<file path="src/rtl/slot_alloc_16.sv">
// slot_alloc_16: 16-entry free-slot allocator with LSB-priority grant and single-cycle release
module slot_alloc_16 #(
    parameter logic [15:0] INIT_MAP = 16'h0000
) (
    input  logic        clk,
    input  logic        rst,
    input  logic        alloc_req,
    input  logic        free_req,
    input  logic [3:0]  free_idx,
    output logic        alloc_ack,
    output logic        alloc_nak,
    output logic [3:0]  alloc_idx,
    output logic        free_err,
    output logic [15:0] busy,
    output logic [4:0]  count,
    output logic        full,
    output logic        empty
);
    localparam logic [4:0] INIT_COUNT = 5'($countones(INIT_MAP));
    logic [3:0] sel;
    logic       alloc_ok;
    logic       free_ok;
    always_comb begin
        sel = 4'd0;
        for (int i = 15; i >= 0; i--)
            if (!busy[i]) sel = 4'(i);
    end
    assign full     = count == 5'd16;
    assign empty    = count == 5'd0;
    assign alloc_ok = alloc_req && !full;
    assign free_ok  = free_req && busy[free_idx];
    always_ff @(posedge clk) begin
        if (rst) begin
            busy      <= INIT_MAP;
            count     <= INIT_COUNT;
            alloc_ack <= 1'b0;
            alloc_nak <= 1'b0;
            free_err  <= 1'b0;
            alloc_idx <= 4'd0;
        end else begin
            busy      <= (busy | (16'(alloc_ok) << sel)) & ~(16'(free_ok) << free_idx);
            count     <= count + 5'(alloc_ok) - 5'(free_ok);
            alloc_ack <= alloc_ok;
            alloc_nak <= alloc_req && full;
            free_err  <= free_req && !busy[free_idx];
            if (alloc_ok) alloc_idx <= sel;
        end
    end
endmodule

</file>
<file path="config.mk">
export PLATFORM = sky130hd
export DESIGN_NAME = slot_alloc_16
export DESIGN_NICKNAME = d
export VERILOG_FILES = /design/src/rtl/slot_alloc_16.sv
export SDC_FILE = /design/constraint.sdc
export NUM_CORES = 1
export LEC_CHECK = 0
export ABC_AREA = 1
export CAP_MARGIN = 20
export CORE_ASPECT_RATIO = 0.7
export CORE_MARGIN = 2
export CORE_UTILIZATION = 45
export DETAILED_ROUTE_END_ITERATION = 6
export DONT_BUFFER_PORTS = 1
export HOLD_SLACK_MARGIN = 0.1
export PLACE_DENSITY = 0.64
export REMOVE_ABC_BUFFERS = 1
export SLEW_MARGIN = 10
export SYNTH_ARGS = -nofsm -noshare
export SYNTH_HDL_FRONTEND = slang
export SYNTH_SLANG_ARGS = --single-unit
</file>
<file path="constraint.sdc">
create_clock -name clk -period 3 [get_ports clk]
set_input_delay 0.45 -clock clk [delete_from_list [all_inputs] [get_ports clk]]
set_output_delay 0.45 -clock clk [all_outputs]
set_load 0.02 [all_outputs]
</file>
==> results of run 1 <==
[layer usage]
layer / up-vias / part of all wire (%) / track usage [%]
met2: 68 / 40 / 31.9
met4: 0 / 0.80 / 8.18
met3: 6 / 11 / 7.14
met5: - / 0 / 0
met1: 732 / 48 / 33.0
li1: 834 / - / -
[flip-flops by register name, indices dropped and copies added, names as in the netlist]
signal / cells
alloc_ack: 1
alloc_nak: 1
count: 5
busy: 16
alloc_idx: 4
free_err: 1
[layout by cell type, fill, tap and decap left out]
master,n
a21boi_4,1
a21oi_1,20
a21oi_2,5
a31oi_1,2
buf_4,13
bufinv_8,1
clkbuf_8,3
clkinv_1,2
dfxtp_1,27
dfxtp_2,1
fa_1,1
ha_1,6
inv_1,33
inv_2,1
nand2_1,43
nand2_2,3
nand3_1,24
nand3_2,2
nand4_1,13
nor2_1,31
nor2_2,4
nor3_1,2
o211ai_1,3
o21a_1,1
o21ai_0,10
o21ai_1,4
xor2_1,1
[metrics by stage]
step                setup WS (ns)  std cells  hold slack, ns
detailed placement          0.272        304           0.485
floorplan                   0.451        241           0.517
finish                      0.304        307           0.214
CTS                         0.258        307           0.208
global route               0.0563        307           0.207
global placement            0.331        304           0.483
[power groups by stage]
stage | Sequential, W | Clock [W] | Combinational [W]
2_1_floorplan | 0.000521 | 0 | 0.000257
3_3_place_gp | 0.000511 | 0 | 0.000347
3_5_place_dp | 0.000510 | 0 | 0.000348
4_1_cts | 0.000501 | 0.000223 | 0.000350
5_1_grt | 0.000506 | 0.000232 | 0.000414
6_report | 0.000500 | 0.000211 | 0.000350
[layout make-up]
class | instances | area, um^2 | area share (%)
timing repair buffer | 13 | 97.6 | 5.28
sequential | 28 | 562 | 30.4
clock buffer | 3 | 41.3 | 2.23
inverter | 37 | 153 | 8.26
multi-input combinational | 176 | 932 | 50.4
tap | 50 | 62.6 | 3.39
[cells in the mapped netlist]
cell type / count / area, um^2
clkbuf_1: 4 / 15.0
ha_1: 6 / 75.1
buf_2: 1 / 5.00
fa_1: 1 / 20.0
nor3_1: 2 / 10.0
nand3_1: 24 / 120
inv_2: 1 / 3.75
nand2_2: 3 / 18.8
a21boi_4: 1 / 18.8
a21oi_1: 20 / 100
bufinv_8: 1 / 17.5
o21ai_1: 4 / 20.0
o21ai_0: 10 / 50.1
a21oi_2: 5 / 43.8
nand2_1: 43 / 161
a31oi_1: 2 / 12.5
nor2_2: 4 / 25.0
xor2_1: 1 / 8.76
clkinv_1: 2 / 7.51
buf_6: 1 / 11.3
inv_1: 33 / 124
nand4_1: 13 / 81.3
nand3_2: 2 / 20.0
o21a_1: 1 / 7.51
nor2_1: 31 / 116
dfxtp_1: 28 / 561
o211ai_1: 3 / 22.5
[kinds of logic after synthesis]
group           after synthesis  synth area share, %
simple gates                122                 33.0
xor+xnor                      1                0.522
flops                        28                 33.4
fa+ha+maj                     7                 5.67
buf+inv                      43                 11.0
compound gates               46                 16.4
[final timing paths]
kind	from	endpoint	slack [ns]	cells past startpoint
worst max register to register	count[2]	count[4]	0.30	13
worst min-delay path	rst	count[1]	0.21	1
worst min register to register	busy[4]	busy[4]	0.49	2
worst max-delay path	count[2]	count[4]	0.30	13
==> metrics, run 1 <==
result of the run=complete, no violations; synth unique cells=27; clock share of power=19.9%; share of cells above drive strength 1=13.2%; latest clock arrival within the worst-skew pair=0.28 ns; Crit path largest cell delay=0.48 ns; total via count in the routed design=1640; gate count after technology mapping=247; Crit path buffers/inverters=3; die outline height=55.1 um; sequential element share of the synthesized area=33.4%; 1st-pass router iterations=4; wire length of the first global-routing pass=7.26 mm; via count of the first global-routing pass=1512; total of hold buffers inserted after clock tree synthesis=0; Routed WL per cell=14.6 um; total grt overflow=0; gpl congestion=0.903; worst path required time=3.17 ns; clk_skew=0.0110 ns; Resize count post-CTS=0; diodes inserted=0; post-detailed-placement cell area=1810 um^2; Post-Synthesis Mean Instance Area=6.79 um^2; number of storage elements in the synthesis netlist=28; Max Fanout on Critical Path=4; gate family responsible for the most delay along the worst path=adder cells; clock transition at the register clock pins on the worst setup and hold paths after CTS=0.10 ns; floorplan row count=18; sw frac=40.5%; final instance area=1850 um^2; max-slew violation count=0; Final Critical Period=2.70 ns; headroom to the max-slew limit=52.4%; category of the worst setup path launch point=register; number of design rule violations left after detail routing=0; Std-Cell Core Area=3540 um^2; Slew @ Worst Pin=0.713 ns; Max Fclk=0.371 GHz; first-iteration detailed-routing DRC count=173; internal power contribution=0.000632 W; full die area=4240 um^2; sequential cell fraction of total power=47.1%; initial antenna violation count=0; Sw Pwr=0.000430 W; share of the core filled with cells in the final layout=52.3%; number of buffers added on ports=0; relative contribution of combinational cells to total power=33.0%; starting density of the core=47.4%; number of CTS-inserted buffers=3; setup tns final=0 ns; DP HPWL=3.40 mm; number of nets with antenna violations after routing=0; final number of hold-violating endpoints=0; buffers inserted during post-CTS setup optimization=0; Net count, final=274; io pins=38; Critical Path Sink Type=register; unrepaired setup endpoints after global routing=no; largest net degree at the start of global routing=25; total power density per cell area=574 nW/um^2; cell-by-cell trace of the critical path=inv_1, ha_1, nand4_1, nand2_1, ha_1, inv_1, ha_1, inv_1, fa_1, o21ai_0, a21oi_1, o21ai_0, a21oi_1; worst vdd ir=0.373 mV; # Max-Cap Violations=0; setup violators final=0; All-Layer GR Usage=22.9%; number of fillers in the final layout=375; final cycle utilization of the critical path=89.9%; cell leakage power=0.768 nW; H-Tree Depth=1; TritonCTS clock tree=built; clk buf depth=2; arrival time of the worst setup path=2.86 ns; Slowest cell on crit path=dfxtp_1; clock root buffer master=clkbuf_8; synthesis warning total=0; number of sinks on the clock net=28; total power=0.00106 W; layout overhead on the synthesized area=10.2%; type of the worst setup path=register to register; summed instance area of the synthesized netlist=1680 um^2; Hold Crit Class=input port to register; Vias per Instance=5.34; die width=77.0 um; drt total wl=4.48 mm
(Power assumes the default switching activity.)
==> inputs of run 2 (changes only) <==
CAP_MARGIN = default   (was 20)
CORE_MARGIN = default   (was 2)
==> metrics, run 2 (same netlist as run 1, synthesis figures left out) <==
Std-Cell Core Area=3540 um^2; Max Fclk=0.370 GHz; Final Critical Period=2.70 ns; Largest regs=busy: 16 flops, count: 5 flops, alloc_idx: 4 flops; clk_skew=0.00766 ns; full die area=3980 um^2; number of CTS-inserted buffers=3; number of nets with antenna violations after routing=0; max FFs per register=16; floorplan row count=18; first-iteration detailed-routing DRC count=119; io pins=38; result of the run=complete, no violations; # Max-Cap Violations=0; total via count in the routed design=1675; share of cells above drive strength 1=13.6%; number of fillers in the final layout=369; category of the worst setup path launch point=register; worst vdd ir=0.316 mV; DP HPWL=3.41 mm; max-slew violation count=0; 1st-pass router iterations=4; type of the worst setup path=register to register; total of hold buffers inserted after clock tree synthesis=0; Vias per Instance=5.44; Slew @ Worst Pin=0.745 ns; PnR worst setup slack=0.300 ns; total grt overflow=0; die width=75.0 um; commonest non-fill, non-tap cells in the layout=nand2_1, inv_1, nor2_1; final cycle utilization of the critical path=90.0%; unrepaired setup endpoints after global routing=no; setup violators final=0; worst path required time=3.18 ns; latest clock arrival within the worst-skew pair=0.28 ns; cell leakage power=0.774 nW; total power density per cell area=577 nW/um^2; H-Tree Depth=1; via count of the first global-routing pass=1383; post-placement setup slack=0.276 ns; arrival time of the worst setup path=2.88 ns; wire length of the first global-routing pass=6.99 mm; number of buffers added on ports=0; layout overhead on the synthesized area=10.7%; Routed WL per cell=14.6 um; area taken by flip-flops and latches=562 um^2; drt total wl=4.50 mm; register bank with the most flops=busy; multi-input gate area in the final layout=932 um^2; All-Layer GR Usage=24.3%; final number of hold-violating endpoints=0; Resize count post-CTS=0; buffers inserted during post-CTS setup optimization=0; number of sinks on the clock net=28; diodes inserted=0; TritonCTS clock tree=built; clock root buffer master=clkbuf_8; starting density of the core=47.4%; Max Fanout on Critical Path=4; largest net degree at the start of global routing=25; headroom to the max-slew limit=50.3%; Hold Crit Class=input port to register; Net count, final=275; clock transition at the register clock pins on the worst setup and hold paths after CTS=0.10 ns; clk buf depth=2; share of the core filled with cells in the final layout=52.5%; die outline height=53.1 um; gpl congestion=0.830; setup tns final=0 ns; initial antenna violation count=0; Critical Path Sink Type=register; most frequent standard cell in the layout excluding fill and tap cells=nand2_1; number of design rule violations left after detail routing=0
[run 2: changes by cell type in the layout (fill, tap and decap cells not counted), sizes merged]
cell / previous run / this run
buf: 13 / 14
[run 2: per-stage QoR]
stage	hold slack [ns]	area (um^2)	cells	total power, W
2_1_floorplan	0.517	1650	241	0.000778
3_3_place_gp	0.479	1810	305	0.000858
3_5_place_dp	0.482	1810	305	0.000862
4_1_cts	0.219	1850	308	0.00107
5_1_grt	0.215	1860	308	0.00114
6_report	0.216	1860	308	0.00107
[run 2: layout make-up]
class / count / area share (%)
timing repair buffer: 14 / 5.66
sequential: 28 / 30.3
tap: 50 / 3.37
inverter: 37 / 8.23
multi-input combinational: 176 / 50.2
clock buffer: 3 / 2.23
[run 2: final timing paths]
check | depth (start not counted) | to | start | slack [ns]
setup / recovery | 13 | count[4] | count[2] | 0.30
hold reg to reg | 2 | busy[14] | busy[14] | 0.50
hold / removal | 1 | count[1] | rst | 0.22
setup reg to reg | 13 | count[4] | count[2] | 0.30
[run 2: worst max-delay path: stages, from the launching register on]
cell	delay [ns]
dfxtp_1	0.48
inv_1	0.11
ha_1	0.23
nand4_1	0.15
nand2_1	0.15
ha_1	0.32
inv_1	0.06
ha_1	0.15
inv_1	0.05
fa_1	0.39
o21ai_0	0.19
a21oi_1	0.10
o21ai_0	0.16
a21oi_1	0.06
[run 2: metal layers]
layer  part of all wire (%)  GRT usage, %  vias to the layer above  wire (um)
met3                     12          7.81                        8        525
met1                     49          37.6                      765       2200
met5                      0             0                        -          0
met4                    1.2          5.35                        0         54
li1                       -             -                      836          -
met2                     38          31.2                       66       1720
[run 2: power breakdown]
group          leakage (nW)  switching [W]  internal (W)  total [W]
Combinational         0.523       0.000235      0.000124   0.000358
Clock                0.0216       0.000121     0.0000905   0.000212
Sequential            0.229      0.0000812      0.000419   0.000500
==> inputs of run 3 (changes only) <==
ABC_AREA = default   (was 1)
SETUP_SLACK_MARGIN = 0.02   (was default)
==> metrics, run 3 <==
latest clock arrival within the worst-skew pair=0.28 ns; Critical Path Most Common Cell=inv_2; sequential element share of the synthesized area=34.8%; TritonCTS clock tree=built; drt total wl=4.93 mm; cell leakage power=0.688 nW; gate family responsible for the most delay along the worst path=multiplexers; Crit path largest cell delay=0.51 ns; # Max-Cap Violations=0; commonest non-fill, non-tap cells in the layout=dfxtp_1, buf_4, nor2_1; clk_skew=0.00813 ns; arrival time of the worst setup path=3.20 ns; max-slew violation count=0; number of CTS-inserted buffers=3; ranking of synthesized cells by area=dfxtp_1, mux4_1, ha_1; adder-cell share of the synthesized area=5.91%; hold slack final=0.223 ns; clock transition at the register clock pins on the worst setup and hold paths after CTS=0.10 ns; cell-by-cell trace of the critical path=mux4_2, mux4_2, and2_4, ha_4, inv_2, ha_4, inv_2, fa_2, inv_2, a21oi_2, nor2_1, or3_1, a21oi_2; fin cells=240; diodes inserted=0; number of sinks on the clock net=28; starting density of the core=49.2%; final instance area=1890 um^2; floorplan row count=17; largest net degree at the start of global routing=23; wire length of the first global-routing pass=7.82 mm; synth unique cells=52; final cycle utilization of the critical path=99.5%; layout overhead on the synthesized area=17.5%; Routed WL per cell=20.5 um; final number of hold-violating endpoints=0; unrepaired setup endpoints after global routing=yes; most frequent cell after synthesis=dfxtp_1; proportion of register bits with asynchronous set or reset after synthesis=0%; fraction of synthesized cell area taken by the top area cell type=34.8%; first-iteration detailed-routing DRC count=189; die width=73.5 um; number of enable-type register cells in the synthesized netlist=0; All-Layer GR Usage=27.9%; Crit path buffers/inverters=3; number of fillers in the final layout=297; max FFs per register=16; headroom to the max-slew limit=60.2%; number of storage elements in the synthesis netlist=28; share of cells above drive strength 1=24.4%; total power density per cell area=554 nW/um^2; Final Critical Period=2.99 ns; H-Tree Depth=1; Max Fclk=0.335 GHz; io pins=38; cell taking the most area after synthesis=dfxtp_1; synthesis warning total=0; most used flip-flop cell after synthesis=dfxtp_1; Slowest cell on crit path=mux4_2; Vias per Instance=6.40; category of the worst setup path launch point=register; 1st-pass router iterations=4; Net count, final=209; setup violators final=0; type of the worst setup path=register to register; Largest regs=busy: 16 flops, count: 5 flops, alloc_idx: 4 flops; Post-Synthesis Mean Instance Area=9.25 um^2; die outline height=52.1 um; post-synthesis mux area share=7.69%; xor/xnor share of the synthesized area=1.63%; Slew @ Worst Pin=0.592 ns; register bank with the most flops=busy; clk buf depth=2; worst path required time=3.22 ns; gate count after technology mapping=174; Max Fanout on Critical Path=2; simple-gate share of the synthesized area=19.3%; number of nets with antenna violations after routing=0; total power=0.00105 W; number of buffers added on ports=0; most frequent standard cell in the layout excluding fill and tap cells=dfxtp_1; worst vdd ir=0.386 mV; post-detailed-placement cell area=1800 um^2; Std-Cell Core Area=3280 um^2; Critical Path Sink Type=register; clock root buffer master=clkbuf_8; initial antenna violation count=0; DP HPWL=3.52 mm; total via count in the routed design=1537; minimum setup slack among reg-to-reg paths=0.01 ns; full die area=3830 um^2; top cell types by occurrence after synthesis=dfxtp_1, inv_1, nor2_1, nand2_1, a21oi_1; combinational family with the most area after synthesis=compound AO/OA/AOI/OAI gates; Hold Crit Class=input port to register; result of the run=complete, no violations; summed instance area of the synthesized netlist=1610 um^2; via count of the first global-routing pass=1465; number of design rule violations left after detail routing=0; Placed Cells incl. Taps=236; synthesized-area fraction occupied by ao, oa, aoi and oai cells=24.9%; buffers inserted during post-CTS setup optimization=0; gpl congestion=0.924; total grt overflow=0
## run 3: changes by cell type after synthesis, moves of 5 or more
cell	before	now
a211oi_1	0	6
a21oi_1	20	9
a21oi_2	5	0
a311oi_1	0	5
a41oi_1	0	5
inv_1	33	13
nand2_1	43	12
nand3_1	24	4
nand4_1	13	6
nor2_1	31	13
o21ai_0	10	4
## run 3: kinds of logic after synthesis
group	count (synthesis)
AO/OA/AOI/OAI	52
XOR/XNOR	3
adder cells (fa/ha/maj)	7
buffers and inverters	22
flip-flops	28
multiplexers	5
AND/OR/NAND/NOR	57
## run 3: worst paths after layout
check                    start            to  depth (start not counted)
hold reg to reg   alloc_idx[2]  alloc_idx[2]                          2
setup reg to reg      busy[15]      count[4]                         13
hold / removal             rst      count[1]                          1
setup / recovery      busy[15]      count[4]                         13
## run 3: metal layers
layer | share of wire (%) | wire, um | vias up | global-route usage (%)
met5 | 0 | 0 | - | 0
met2 | 42 | 2060 | 94 | 39.3
li1 | - | - | 703 | -
met1 | 45 | 2210 | 734 | 40.1
met3 | 12 | 609 | 6 | 9.30
met4 | 0.87 | 43 | 0 | 8.01
## run 3: power breakdown
| group | switching, W | internal [W] |
|---|---|---|
| logic | 0.000188 | 0.000149 |
| registers | 0.0000620 | 0.000406 |
| clock network | 0.000124 | 0.000118 |
| total | 0.000374 | 0.000673 |
## run 3: what timing repair did
action	4_1_cts	5_1_grt
endpoints found under the setup margin	1	1
pin swaps	7	3
hold buffers	0	0
resized for setup	9	3
## run 3: layout make-up
cell class | count | area (um^2) | share of cell area [%]
timing repair buffer | 23 | 173 | 9.13
inverter | 14 | 52.6 | 2.78
clock buffer | 4 | 55.1 | 2.91
multi-input combinational | 124 | 991 | 52.4
sequential | 28 | 562 | 29.7
tap | 47 | 58.8 | 3.11
## run 3: per-stage QoR
stage | util, % | worst slack, ns | setup TNS [ns]
4_1_cts | 57.5 | 0.0324 | 0
2_1_floorplan | - | -0.0957 | -0.0957
3_5_place_dp | 55.0 | -0.210 | -0.249
3_3_place_gp | 55.0 | -0.133 | -0.146
5_1_grt | 57.8 | -0.0737 | -0.0737
6_report | 57.8 | 0.0147 | 0
## run 3: worst reg2reg max path: cells and delay by family, from the launching register on
family	cells	cell delay, ns
AND/OR/NAND/NOR	3	0.59
flip-flops	1	0.34
multiplexers	2	1.02
AO/OA/AOI/OAI	2	0.25
buffers and inverters	3	0.13
adder cells (fa/ha/maj)	3	0.61
